<file path="src/rtl/status_drive_arb.sv">
// ============================================================================
// Module  : status_drive_arb
// Brief   : Two-requester round-robin arbiter/sequencer for status/drive path.
// Revision: 1.0 - initial release
// ============================================================================
`default_nettype none

module status_drive_arb #(
  parameter int DW   = 14,
  parameter int HOLD = 4
) (
  input  logic          sysclk,
  input  logic          reset,
  input  logic          req0,
  input  logic          req1,
  input  logic [DW-1:0] data0,
  input  logic [DW-1:0] data1,
  input  logic [1:0]    mode0,
  input  logic [1:0]    mode1,
  output logic          gnt0,
  output logic          gnt1,
  output logic          done0,
  output logic          done1,
  output logic          abort_o,
  output logic          err_o,
  output logic [DW-1:0] foo_q,
  output logic          enable,
  output logic          debug,
  output logic          busy,
  output logic          owner
);

  localparam logic [1:0] c_st_idle = 2'd0;
  localparam logic [1:0] c_st_gnt  = 2'd1;
  localparam logic [1:0] c_st_hold = 2'd2;
  localparam logic [1:0] c_st_done = 2'd3;

  localparam logic [7:0] c_hold_load = 8'(HOLD - 1);

  logic [1:0]    state_q, state_d;
  logic [1:0]    gnt_q, gnt_d;
  logic [1:0]    done_q, done_d;
  logic          abort_q, abort_d;
  logic          err_q, err_d;
  logic [DW-1:0] foo_d;
  logic          enable_q, enable_d;
  logic          debug_q, debug_d;
  logic          busy_q, busy_d;
  logic          owner_q, owner_d;
  logic [7:0]    cnt_q, cnt_d;

  logic          w_own_req;
  logic          w_pick;
  logic [1:0]    w_own_mode;

  // owner_q tracks the current grantee from the grant edge onwards
  assign w_own_req  = owner_q ? req1 : req0;
  assign w_own_mode = owner_q ? mode1 : mode0;
  assign w_pick     = (req0 && req1) ? ~owner_q : req1;

  always_comb begin
    state_d  = state_q;
    gnt_d    = gnt_q;
    done_d   = 2'b00;
    abort_d  = 1'b0;
    err_d    = err_q;
    foo_d    = foo_q;
    enable_d = enable_q;
    debug_d  = debug_q;
    owner_d  = owner_q;
    cnt_d    = cnt_q;

    case (state_q)
      c_st_idle: begin
        if (req0 || req1) begin
          gnt_d   = w_pick ? 2'b10 : 2'b01;
          owner_d = w_pick;
          state_d = c_st_gnt;
        end
      end
      c_st_gnt: begin
        if (!w_own_req) begin
          state_d  = c_st_idle;
          gnt_d    = 2'b00;
          enable_d = 1'b0;
          debug_d  = 1'b0;
          abort_d  = 1'b1;
        end else begin
          foo_d    = owner_q ? data1 : data0;
          enable_d = (w_own_mode == 2'b01);
          debug_d  = (w_own_mode == 2'b10);
          if (w_own_mode == 2'b11) err_d = 1'b1;
          cnt_d    = c_hold_load;
          state_d  = c_st_hold;
        end
      end
      c_st_hold: begin
        // An early drop wins over a same-cycle terminal count
        if (!w_own_req) begin
          state_d  = c_st_idle;
          gnt_d    = 2'b00;
          enable_d = 1'b0;
          debug_d  = 1'b0;
          abort_d  = 1'b1;
        end else if (cnt_q == 8'd0) begin
          state_d  = c_st_done;
          gnt_d    = 2'b00;
          done_d   = owner_q ? 2'b10 : 2'b01;
          enable_d = 1'b0;
          debug_d  = 1'b0;
        end else begin
          cnt_d = cnt_q - 8'd1;
        end
      end
      default: begin
        state_d = c_st_idle;
      end
    endcase

    busy_d = (state_d != c_st_idle);
  end

  always_ff @(posedge sysclk or negedge reset) begin
    if (!reset) begin
      state_q  <= c_st_idle;
      gnt_q    <= 2'b00;
      done_q   <= 2'b00;
      abort_q  <= 1'b0;
      err_q    <= 1'b0;
      foo_q    <= '0;
      enable_q <= 1'b0;
      debug_q  <= 1'b0;
      busy_q   <= 1'b0;
      owner_q  <= 1'b1;
      cnt_q    <= 8'd0;
    end else begin
      state_q  <= state_d;
      gnt_q    <= gnt_d;
      done_q   <= done_d;
      abort_q  <= abort_d;
      err_q    <= err_d;
      foo_q    <= foo_d;
      enable_q <= enable_d;
      debug_q  <= debug_d;
      busy_q   <= busy_d;
      owner_q  <= owner_d;
      cnt_q    <= cnt_d;
    end
  end

  assign gnt0    = gnt_q[0];
  assign gnt1    = gnt_q[1];
  assign done0   = done_q[0];
  assign done1   = done_q[1];
  assign abort_o = abort_q;
  assign err_o   = err_q;
  assign enable  = enable_q;
  assign debug   = debug_q;
  assign busy    = busy_q;
  assign owner   = owner_q;

endmodule

`default_nettype wire

</file>
<file path="config.mk">
export PLATFORM = sky130hd
export DESIGN_NAME = status_drive_arb
export DESIGN_NICKNAME = d
export VERILOG_FILES = /design/src/rtl/status_drive_arb.sv
export SDC_FILE = /design/constraint.sdc
export NUM_CORES = 1
export LEC_CHECK = 0
export ABC_AREA = 1
export BUFFER_PORTS_ARGS = -buffer_cell sky130_fd_sc_hd__buf_2
export CAP_MARGIN = 10
export CORE_ASPECT_RATIO = 1.75
export CORE_UTILIZATION = 40
export CTS_CLUSTER_SIZE = 14
export DETAILED_ROUTE_END_ITERATION = 8
export PLACE_DENSITY = 0.74
export SETUP_SLACK_MARGIN = 0.5
export SLEW_MARGIN = 10
export SYNTH_ARGS = -nofsm -noshare
export SYNTH_HDL_FRONTEND = slang
export SYNTH_SLANG_ARGS = --single-unit
</file>
<file path="constraint.sdc">
create_clock -name sysclk -period 1.6 [get_ports sysclk]
set_input_delay 0.16 -clock sysclk [delete_from_list [all_inputs] [get_ports sysclk]]
set_output_delay 0.16 -clock sysclk [all_outputs]
set_load 0.05 [all_outputs]
</file>
# [Word level (Yosys, flattened, before mapping)]
# Cells that the tools add are included.
[totals] reg_bits=34 ramBits=0 latch_bits=0 memories=0 out_inout_bits=24 in_bits=36 wordCells=69 mem_bits_ro=0
[op_classes] n_mux=31 n_addsub=1 n_mul=0 reduce_logical=14 n_div=0 n_bitwise=1 n_shift=0 eq_ne=11 n_lt_le_gt_ge=0
[op_table] op="$mux W2" count=14
[op_table] op="$mux W8" count=3
[op_table] op="$pmux W8 S2" count=1
[op_table] op="$mux W14" count=1
[op_table] op="$pmux W2 S3" count=2
[op_table] op="$ne A2 B2 Y1 const B" count=5
[op_table] op="$logic_not A8 Y1" count=1
[op_table] op="$mux W1" count=8
[op_table] op="$reduce_and A4 Y1" count=2
[op_table] op="$sub A8 B1 Y8 const B" count=1
[op_table] op="$eq A2 B2 Y1 const B" count=3
[op_table] op="$reduce_and A2 Y1" count=3
[op_table] op="$eq A2 B1 Y1 const B" count=2
[op_table] op="$pmux W1 S2" count=2
[op_table] op="$reduce_bool A2 Y1" count=2
[op_table] op="$ne A3 B3 Y1 const B" count=1
[op_table] op="$reduce_and A3 Y1" count=1
[op_table] op="$reduce_bool A3 Y1" count=1
[op_table] op="$logic_not A2 Y1" count=1
[op_table] op="$reduce_or A2 Y1" count=1
[op_table] op="$logic_and A1 B1 Y1" count=1
[op_table] op="$logic_or A1 B1 Y1" count=1
[op_table] op="$not A1 Y1" count=1

# [Logic depth before layout (Yosys ltp)]
# Gate-level depths: netlist of the first run.
[depth] depth_word=5 ltp_mapped=10

# [Worst setup path before layout of the first run]
# No wires, ideal clock.
[synth_path] kind="reg2reg" start="register owner_q, in the netlist owner" end="register cnt_q[3]" t_required_ps=1484 period_less_slack_ps=1503 setup_time_ps=116 t_arrival_ps=1387 path_stages_with_launch=10 path_buffers=0 slack_ps=97 path_cell_list="dfstp_2 inv_2 nand2_4 nand2_4 nand2_2 nand2_1 nand2_4 inv_2 nand2_1 nand2_1"
[synth_between] elab_chain_len=3 elab_cells_between_ends=4 cone_classes="eq/ne (2); mux (1); reduce/logical (1)"
[synth_rtl] element="start, declared" line_no="49" text="logic owner_q, owner_d;"
[synth_rtl] element="start signal, assigned" line_no="146" text="owner_q <= owner_d;"
[synth_rtl] element="$mux W1 (*)" line_no="57" text="assign w_own_req = owner_q ? req1 : req0;"
[synth_rtl] element="$ne A2 B2 Y1 (no source line)"
[synth_rtl] element="$reduce_and A4 Y1 (no source line) (*)"
[synth_rtl] element="end signal, assigned" line_no="147" text="cnt_q <= cnt_d;"
[synth_rtl] element="end, declared" line_no="50" text="logic [7:0] cnt_q, cnt_d;"
# Every way passes the cells marked *; elsewhere a longest branch is shown, timed or not.
# A chain may end at the register's enable or synchronous reset.

# [Final worst setup path of the first run]
[layout_path] start="register owner_q, in the netlist owner" end="register err_q, in the netlist err_o"
[layout_between] elab_chain_len=3 elab_cells_between_ends=4 cone_classes="eq/ne (1); mux (2); reduce/logical (1)"
[layout_rtl] element="$mux W2" line_no="58" text="assign w_own_mode = owner_q ? mode1 : mode0;"
[layout_rtl] element="$eq A2 B2 Y1" line_no="92" text="if (w_own_mode == 2'b11) err_d = 1'b1;"
[layout_rtl] element="$reduce_and A3 Y1 (no source line) (*)"
[layout_rtl] element="end signal, assigned" line_no="141" text="err_q <= err_d;"
[layout_rtl] element="end, declared" line_no="44" text="logic err_q, err_d;"
# Marked as above.

==> impl_metrics.py, run 1 <==
metrics = {
    "sta": {
        "hold_violations": 0,
        "finalCritPeriodShare_pct": 93.5,
        "setup_viol": 0,
        "period_needed_ps": 1500,
        "timing.fmax_mhz": 668,
        "clock_skew_ps": 11.9,
        "rsz0062_at_grt": "true",
        "tightest_slew_ps": 431,
        "slew_headroom_pct": 71.3,
        "finalHoldWorstSlack_ps": 115,
        "slew_viol_final": 0,
    },
    "worst_hold_path": {
        "hold_path_depth": 3,
        "worstHoldEndpoint": "foo_q[3]",
        "hp-start": "data1[3]",
        "hp-class": "input port to flop",
    },
    "critical_path": {
        "rrSetupSlack_ps": 100,
        "required_ps": 1790,
        "cp-end-kind": "flop",
        "path_class": "flop to flop",
        "reg2reg_from": "owner",
        "reg2reg_depth": 5,
        "r2r_end": "err_o",
        "crit_arrival_ps": 1690,
        "cp_max_fo": 16,
        "cp-start-kind": "flop",
    },
    "cells_and_area": {
        "multiInputGateArea_sq_mm": 0.00105,
        "drive_gt1_share_pct": 45.9,
        "antenna_cells": 0,
        "nets": 361,
        "seq_area_sq_um": 858,
        "area_growth_syn_to_layout_pct": 56.5,
        "layout_commonest_cell": "nand2_1",
        "mostFrequentLayoutCells": "nand2_1, buf_2, dfrtp_1, inv_1, buf_4",
        "n_fill_cell": 352,
    },
    "floorplanning": {
        "die_area_sq_mm": 0.00479,
        "core-area_sq_mm": 0.00436,
        "io_pins": 60,
        "die-height_um": 90.8,
        "initial_utilization_pct": 41.3,
        "fp.dieW_um": 52.7,
        "num_rows": 32,
    },
    "yosys": {
        "ys_types": 27,
        "syn_area_per_cell_sq_um": 7.77,
        "synth_area_sq_mm": 0.00180,
        "synth_seq_cells": 34,
        "synth_top_area_cell": "dfrtp_1",
        "synth_warnings": 0,
        "synth_top_family_by_area": "simple AND/OR/NAND/NOR gates",
        "synthesis.nets": 274,
        "yosys-top-cells-area": "dfrtp_1, nand2_1, nor2_1",
        "synth_xor_area_share_pct": 1.46,
        "synthSimpleGateAreaFrac_pct": 27.9,
        "synth_top_area_share_pct": 45.8,
        "synthMuxAreaShare_pct": 0,
        "synthAdderAreaFrac_pct": 4.17,
        "synth_compound_area_share_pct": 11.0,
        "ys_seq_area_share_pct": 47.3,
        "syn_inst": 232,
    },
    "run_status": {
        "status": "finished, final reports clean",
    },
    "clock_network": {
        "cts_made_buffers": 5,
        "numClockSinks": 34,
        "clock_latency_ps": 300,
        "cts_max_path_buffers": 2,
        "cts-root-buf": "clkbuf_8",
        "clkTransAtPathRegs_ps": 70,
        "cts_tree": "yes",
        "htree_levels": 2,
    },
    "grt": {
        "grt_first_pass_wirelength_um": 8160,
        "grt_usage_pct": 23.1,
        "grt_pass1_vias": 1794,
        "grt_overflow": 0,
        "antenna_found_initial": 0,
        "grt_start_max_net_pins": 19,
    },
    "pwr": {
        "total_power_mw": 5.88,
        "power_leakage_nw": 1.40,
        "irDropWorstVdd_uv": 1560,
        "p_sw_mw": 2.92,
        "power.density_mw_per_mm2": 2090,
        "p_int_mw": 2.97,
        "clockPowerShare_pct": 13.5,
        "power_frac_seq_pct": 25.3,
        "switching_share_pct": 49.6,
        "combinationalPowerShare_pct": 61.2,
    },
    "detailed_routing": {
        "initialDrtViolationCount": 63,
        "post-route-drc-count": 0,
        "wl_per_cell_um": 15.1,
        "firstDrtPassIters": 6,
        "vias": 1915,
        "totalWireLength_um": 5590,
        "ant_nets": 0,
        "drt-vias-per-instance": 5.16,
    },
    "placed_design": {
        "place_congestion": 0.837,
        "dp_hpwl_um": 3280,
        "io_buffers": 59,
    },
    "job": {
        "drv_cap": 0,
    },
}
power groups by stage:
stage	clock (mW)	combinational, mW	sequential, mW
CTS	0.785	3.05	1.41
finish	0.793	3.60	1.49
global placement	0	2.53	1.40
global route	0.835	3.85	1.52
detailed placement	0	2.58	1.41
floorplan	0	1.10	2.27
how the worst max path moves through the flow:
| stage | slack (ps) | cells after the start | from | end |
|---|---|---|---|---|
| finish | 100 | 5 | owner | err_o |
| global route | 50 | 5 | owner | enable |
| CTS | 170 | 7 | owner | foo_q[5] |
| detailed placement | 5 | 8 | state_q[0] | gnt_q[1] |
| global placement | -10 | 8 | state_q[0] | gnt_q[0] |
| floorplan | 160 | 9 | owner | cnt_q[3] |
per-layer routing:
layer | track usage [%] | vias up | wire length (um)
met4 | 11.2 | 0 | 187
met2 | 39.1 | 74 | 3150
met5 | 0 | - | 0
li1 | - | 907 | -
met1 | 26.4 | 914 | 1990
met3 | 4.71 | 20 | 258
synth_stat cells, drive strengths merged:
master / number
a21oi: 2
a22oi: 1
a31o: 1
a31oi: 14
buf: 5
clkbuf: 1
dfrtp: 33
dfstp: 1
ha: 6
inv: 29
nand2: 80
nand3: 7
nand4: 3
nor2: 30
o21ai: 14
o21bai: 1
or2: 1
xor2: 3
critical path, cell delays in order, from the launching register on:
cell     delay, ps
dfstp_4        700
buf_8          170
nand2_1         70
o21ai_0        130
inv_1          100
a31o_1         220
state kept, by name (all words and copies together), names as in the netlist:
name     count
owner        1
state_q      2
cnt_q        8
busy         1
enable       1
err_o        1
debug        1
foo_q       14
gnt_q        2
done_q       2
abort_o      1
per-stage QoR:
step           TNS [ps]  cell area, sq um  worst slack (ps)  utilization (%)  instances
6_report              0              2820               103             64.6        371
5_1_grt               0              2820              50.8             64.6        371
4_1_cts               0              2540               167             58.3        361
3_5_place_dp          0              2210              5.25             50.6        341
3_3_place_gp      -9.98              2210             -9.98             50.6        341
2_1_floorplan         0              1830               157                -        232
cell type report:
class / instances / share of cell area (%)
multi-input cells: 164 / 37.1
flip-flops and latches: 34 / 30.4
repair buffers: 85 / 21.8
inverters: 29 / 4.57
clock buffers: 7 / 2.71
well taps: 51 / 2.26
clock inverters: 1 / 1.06
kinds of logic after synthesis:
| group | Yosys count |
|---|---|
| XOR/XNOR | 3 |
| AND/OR/NAND/NOR | 121 |
| adder cells (fa/ha/maj) | 6 |
| buffers and inverters | 35 |
| AO/OA/AOI/OAI | 33 |
| flip-flops | 34 |
repair_timing:
action,CTS,global route
pin swaps,7,7
buffers inserted,9,8
endpoints found under the setup margin,35,39
gates resized for setup,35,48
gates cloned,2,2
endpoints found under the hold margin,15,0
hold buffers,1,0
No activity file was read; power rests on OpenSTA's default activity.
==> run 2, diff against run 1 <==
--- a/config.mk
+++ b/config.mk
@@ -5,7 +5,6 @@
 export SDC_FILE = /design/constraint.sdc
 export NUM_CORES = 1
 export LEC_CHECK = 0
-export ABC_AREA = 1
 export BUFFER_PORTS_ARGS = -buffer_cell sky130_fd_sc_hd__buf_2
 export CAP_MARGIN = 10
 export CORE_ASPECT_RATIO = 1.75
==> run 2 against run 1 <==
Effect of this change:
- the run now ends with negative setup slack left
- clock-buffer cell count increased by 1
- largest power group unchanged
- routed wire length grew 22%
- highest routed layer unchanged
- total power rose by 14%
- cell count decreased by 11%
- synthesized cell count fell by 27%
- clock power is 14% lower
==> impl_metrics.py, run 2 <==
metrics = {
    "clock_network": {
        "numClockSinks": 34,
        "clock_latency_ps": 300,
        "clkTransAtPathRegs_ps": 70,
        "cts_max_path_buffers": 2,
        "cts_made_buffers": 5,
        "cts-root-buf": "clkbuf_8",
        "cts_tree": "yes",
        "htree_levels": 2,
    },
    "yosys": {
        "syn_area_per_cell_sq_um": 10.2,
        "ys_seq_area_share_pct": 49.1,
        "synth_area_sq_mm": 0.00174,
        "async_flop_share_pct": 100,
        "synthMuxAreaShare_pct": 11.4,
        "synthesis.nets": 212,
        "synth_top_family_by_area": "compound AO/OA/AOI/OAI gates",
        "synth_seq_cells": 34,
        "syn_inst": 170,
        "synth_compound_area_share_pct": 16.9,
        "synth_top_area_share_pct": 47.6,
        "synthSimpleGateAreaFrac_pct": 13.9,
        "synthAdderAreaFrac_pct": 4.33,
        "synth.most_common_cell": "dfrtp_1",
        "ys_types": 42,
        "synth_warnings": 0,
        "yosys-top-cells-area": "dfrtp_1, mux2i_1, o21ai_1",
        "synth_edf_count": 0,
        "yosys-top-cells-count": "dfrtp_1, nand2_1, o21ai_1",
        "synth_xor_area_share_pct": 0.505,
        "synth_top_area_cell": "dfrtp_1",
        "ys.flop_type": "dfrtp_1",
    },
    "detailed_routing": {
        "post-route-drc-count": 0,
        "ant_nets": 0,
        "firstDrtPassIters": 4,
        "wl_per_cell_um": 20.8,
        "initialDrtViolationCount": 66,
        "drt-vias-per-instance": 5.78,
        "vias": 1902,
        "totalWireLength_um": 6830,
    },
    "critical_path": {
        "crit_slowest_cell": "dfstp_2",
        "cp-start-kind": "flop",
        "crit_chain": "mux2i_4, nor2_2, a2111o_1, mux2_1",
        "path_class": "flop to flop",
        "cp_max_fo": 3,
        "max_stage_delay_ps": 590,
        "crit_arrival_ps": 1950,
        "cp-end-kind": "flop",
        "required_ps": 1780,
    },
    "sta": {
        "period_needed_ps": 1770,
        "clock_skew_ps": 3.00,
        "timing.fmax_mhz": 564,
        "hold_violations": 0,
        "slew_headroom_pct": 69.5,
        "rsz0062_at_grt": "true",
        "slew_viol_final": 0,
        "final.setup.worst_slack_ps": -173,
        "tightest_slew_ps": 457,
        "finalSetupTns_ps": -1990,
        "setup_viol": 27,
        "finalHoldWorstSlack_ps": 143,
        "finalCritPeriodShare_pct": 111,
    },
    "grt": {
        "grt_start_max_net_pins": 35,
        "grt_overflow": 0,
        "grt_usage_pct": 21.0,
        "grt_pass1_vias": 1594,
        "grt_first_pass_wirelength_um": 7080,
        "antenna_found_initial": 0,
    },
    "cells_and_area": {
        "fin_util_pct": 73.1,
        "top_register": "foo_q",
        "layout_commonest_cell": "buf_2",
        "drive_gt1_share_pct": 63.6,
        "nets": 321,
        "area_growth_syn_to_layout_pct": 74.8,
        "finalNonFillerCells": 329,
        "mostFrequentLayoutCells": "buf_2, buf_4, dfrtp_1, mux2i_1, o21ai_2",
        "reg_top3": "foo_q x14, cnt_q x8",
        "largest_register_ff_count": 14,
        "antenna_cells": 0,
    },
    "floorplanning": {
        "io_pins": 60,
        "die-height_um": 89.1,
        "core-area_sq_mm": 0.00415,
        "fp.dieW_um": 51.8,
        "die_area_sq_mm": 0.00462,
        "num_rows": 31,
        "initial_utilization_pct": 41.8,
    },
    "placed_design": {
        "place_congestion": 0.838,
        "place_ws_ps": -188,
        "placed_cells": 300,
        "io_buffers": 59,
        "dp_hpwl_um": 3020,
    },
    "worst_hold_path": {
        "hp-class": "input port to flop",
    },
    "run_status": {
        "violations": "negative setup slack",
        "status": "complete, but fails checks",
    },
    "pwr": {
        "irDropWorstVdd_uv": 1680,
        "power.density_mw_per_mm2": 2200,
        "power_leakage_nw": 1.50,
    },
    "job": {
        "drv_cap": 0,
    },
}
==> run 2: cell count changes in the layout (fill, tap and decap cells not counted), moves of 9 or more <==
| cell | before | now |
|---|---|---|
| mux2i_1 | 0 | 15 |
| o21ai_2 | 3 | 14 |
| a31oi_1 | 14 | 2 |
| nand2_1 | 63 | 5 |
| buf_2 | 54 | 45 |
| buf_4 | 18 | 43 |
| inv_1 | 21 | 5 |
==> run 2: per-layer routing <==
metal | wire length (um) | GRT usage, %
met2 | 3750 | 40.7
met3 | 361 | 2.72
met5 | 0 | 0
met1 | 2410 | 21.2
met4 | 312 | 10.3
==> run 2: metrics by stage <==
| stage | instance area (sq um) | power [mW] |
|---|---|---|
| 2_1_floorplan | 1790 | 3.45 |
| 3_3_place_gp | 2320 | 4.26 |
| 3_5_place_dp | 2320 | 4.31 |
| 4_1_cts | 2590 | 5.39 |
| 5_1_grt | 3030 | 6.91 |
| 6_report | 3030 | 6.69 |
==> run 2: logic make-up after synthesis <==
logic type,Yosys count
compound gates,46
xor+xnor,1
fa+ha+maj,6
buf+inv,16
flops,34
mux,19
simple gates,48
==> run 2: power breakdown <==
group          switching [mW]  internal, mW  total [mW]  leakage, nW
clock network           0.328         0.351       0.679       0.0455
logic                    2.55          1.94        4.50         1.03
registers               0.325          1.18        1.51        0.427
total                    3.20          3.48        6.69         1.50
==> run 2: what timing repair did <==
item	CTS	global route
gates cloned	1	3
resized for setup	26	87
hold endpoints to repair	33	0
setup endpoints to repair	35	42
pin swaps	8	24
buffers inserted	4	12
hold buffers	1	0
==> run 2: final cells by class <==
class                   instances  area (sq um)
multi-input cells             120          1140
fillers                       230          1120
flip-flops and latches         34           853
repair buffers                108           853
clock buffers                   8          90.1
well taps                      49          61.3
inverters                      10          37.5
==> run 2: worst paths after layout <==
path                       startpoint  endpoint  slack, ps  cells after the start
max                             owner  gnt_q[1]       -170                      4
min                              req0     owner        140                      2
max reg2reg                     owner  gnt_q[1]       -170                      4
min reg2reg                  gnt_q[1]  gnt_q[1]        510                      1
max in group asynchronous       reset     owner        810                      3
min in group asynchronous       reset    enable        440                      3
==> run 2: critical path, delay by kind of cell, from the launching register on <==
family	cells	cell delay (ps)
muxes	2	610
DFF	1	590
AOI/OAI and AO/OA	1	390
and+or+nand+nor	1	60
==> run 3, diff against run 2 <==
--- a/config.mk
+++ b/config.mk
@@ -6,9 +6,10 @@
 export NUM_CORES = 1
 export LEC_CHECK = 0
 export BUFFER_PORTS_ARGS = -buffer_cell sky130_fd_sc_hd__buf_2
-export CAP_MARGIN = 10
+export CAP_MARGIN = 0
 export CORE_ASPECT_RATIO = 1.75
 export CORE_UTILIZATION = 40
+export CTS_BUF_LIST = sky130_fd_sc_hd__clkbuf_8
 export CTS_CLUSTER_SIZE = 14
 export DETAILED_ROUTE_END_ITERATION = 8
 export PLACE_DENSITY = 0.74
==> run 3 against run 2 <==
Effect of this change:
- the run still ends with negative setup slack left
- sequential power about the same
- sequential share of layout area shrank 0.32 points
- combinational power rose by 1%
==> impl_metrics.py, run 3 (synthesized netlist as in run 2, its figures left out) <==
metrics = {
    "run_status": {
        "status": "complete, but fails checks",
        "violations": "negative setup slack",
    },
    "floorplanning": {
        "num_rows": 31,
        "die_area_sq_mm": 0.00462,
        "fp.dieW_um": 51.8,
        "initial_utilization_pct": 41.8,
        "core-area_sq_mm": 0.00415,
        "io_pins": 60,
        "die-height_um": 89.1,
    },
    "clock_network": {
        "clock_latency_ps": 290,
        "cts-root-buf": "clkbuf_8",
        "numClockSinks": 34,
        "cts_made_buffers": 5,
        "cts_max_path_buffers": 2,
        "htree_levels": 2,
        "clkTransAtPathRegs_ps": 80,
        "cts_tree": "yes",
    },
    "critical_path": {
        "max_stage_delay_ps": 590,
        "path_class": "flop to flop",
        "crit_start": "owner",
        "r2r_end": "gnt_q[1]",
        "crit_arrival_ps": 1980,
        "cp-start-kind": "flop",
        "crit_slowest_cell": "dfstp_2",
        "cp-end-kind": "flop",
        "reg2reg_from": "owner",
        "cp_max_fo": 3,
        "rrSetupSlack_ps": -200,
        "required_ps": 1780,
        "cp-endpoint": "gnt_q[1]",
        "crit_chain": "mux2i_4, nor2_2, a2111o_1, mux2_1",
        "reg2reg_depth": 4,
    },
    "grt": {
        "grt_start_max_net_pins": 35,
        "grt_pass1_vias": 1589,
        "antenna_found_initial": 0,
        "grt_usage_pct": 21.0,
        "grt_overflow": 0,
        "grt_first_pass_wirelength_um": 7070,
    },
    "sta": {
        "tightest_slew_ps": 437,
        "hold_violations": 0,
        "finalHoldWorstSlack_ps": 146,
        "rsz0062_at_grt": "true",
        "final.setup.worst_slack_ps": -197,
        "setup_viol": 29,
        "clock_skew_ps": 9.75,
        "finalCritPeriodShare_pct": 112,
        "timing.fmax_mhz": 556,
        "slew_headroom_pct": 70.8,
        "slew_viol_final": 0,
        "period_needed_ps": 1800,
    },
    "cells_and_area": {
        "largest_register_ff_count": 14,
        "drive_gt1_share_pct": 63.7,
        "fin_util_pct": 74.0,
        "reg_top3": "foo_q x14, cnt_q x8",
        "area_growth_syn_to_layout_pct": 76.9,
        "nets": 322,
        "layout_commonest_cell": "buf_2",
        "fin_area_sq_mm": 0.00307,
        "mostFrequentLayoutCells": "buf_2, buf_4, dfrtp_1, mux2i_1, o21ai_2",
        "antenna_cells": 0,
        "top_register": "foo_q",
        "finalNonFillerCells": 330,
    },
    "pwr": {
        "power_leakage_nw": 1.52,
        "power_frac_seq_pct": 22.2,
        "switching_share_pct": 48.1,
        "clockPowerShare_pct": 9.9,
        "total_power_mw": 6.71,
        "p_sw_mw": 3.23,
        "power.density_mw_per_mm2": 2190,
        "combinationalPowerShare_pct": 67.9,
        "irDropWorstVdd_uv": 1750,
        "p_int_mw": 3.48,
    },
    "placed_design": {
        "place_congestion": 0.838,
        "placed_cells": 300,
        "dp_hpwl_um": 3020,
        "io_buffers": 59,
        "dpl_cell_area_sq_mm": 0.00232,
    },
    "job": {
        "drv_cap": 0,
    },
    "detailed_routing": {
        "firstDrtPassIters": 4,
        "vias": 1933,
        "post-route-drc-count": 0,
        "ant_nets": 0,
        "wl_per_cell_um": 21.1,
        "totalWireLength_um": 6950,
        "drt-vias-per-instance": 5.86,
        "initialDrtViolationCount": 59,
    },
    "worst_hold_path": {
        "hp-class": "input port to flop",
    },
}
==> run 3: changes by cell type in the layout (fill, tap and decap cells not counted), sizes merged <==
cell    delta
buf        +1
inv        +2
clkbuf     -2
==> run 3: critical path: cells and delay by family (launching register included) <==
kind | cells | cell delay [ps]
muxes | 2 | 620
DFF | 1 | 590
AOI/OAI and AO/OA | 1 | 400
and+or+nand+nor | 1 | 70
==> run 3: stage by stage <==
step | setup WS (ps) | setup TNS, ps
finish | -197 | -2730
global route | -244 | -3970
CTS | -128 | -1240
detailed placement | -188 | -2310
global placement | -119 | -1850
floorplan | -416 | -2990
==> run 3: metal layers <==
layer  share of wire, %  global-route usage (%)  up-vias
met5                  0                       0        -
met1                 32                    21.2      959
met4                6.9                    10.3        0
met2                 56                    40.7      101
met3                5.2                    2.72       41
li1                   -                       -      832
==> run 3: cell type report <==
class | count | area, sq um
sequential | 34 | 853
multi-input combinational | 120 | 1160
clock inverter | 2 | 7.51
fill | 219 | 1080
tap | 49 | 61.3
timing repair buffer | 109 | 868
clock buffer | 6 | 82.6
inverter | 10 | 37.5
==> run 3: repair_timing <==
item,4_1_cts,5_1_grt
hold endpoints to repair,33,0
buffers inserted,4,13
setup endpoints to repair,35,42
hold buffers,1,0
pin swaps,8,25
resized for setup,26,92
gates cloned,1,3
==> run 3: power by group through the flow <==
stage	combinational (mW)	clock [mW]	sequential, mW
floorplan	1.18	0	2.26
global placement	2.89	0	1.37
detailed placement	2.94	0	1.38
CTS	3.36	0.649	1.37
global route	4.76	0.686	1.52
finish	4.56	0.661	1.49
==> run 3: worst min-delay path by stage <==
stage / start / to / slack, ps / depth (start not counted)
floorplan: reset / abort_o / -140 / 0
finish: req0 / owner / 150 / 2
global placement: reset / foo_q[2] / 210 / 2
CTS: req0 / owner / 120 / 2
detailed placement: reset / foo_q[2] / 210 / 2
global route: req0 / owner / 170 / 2
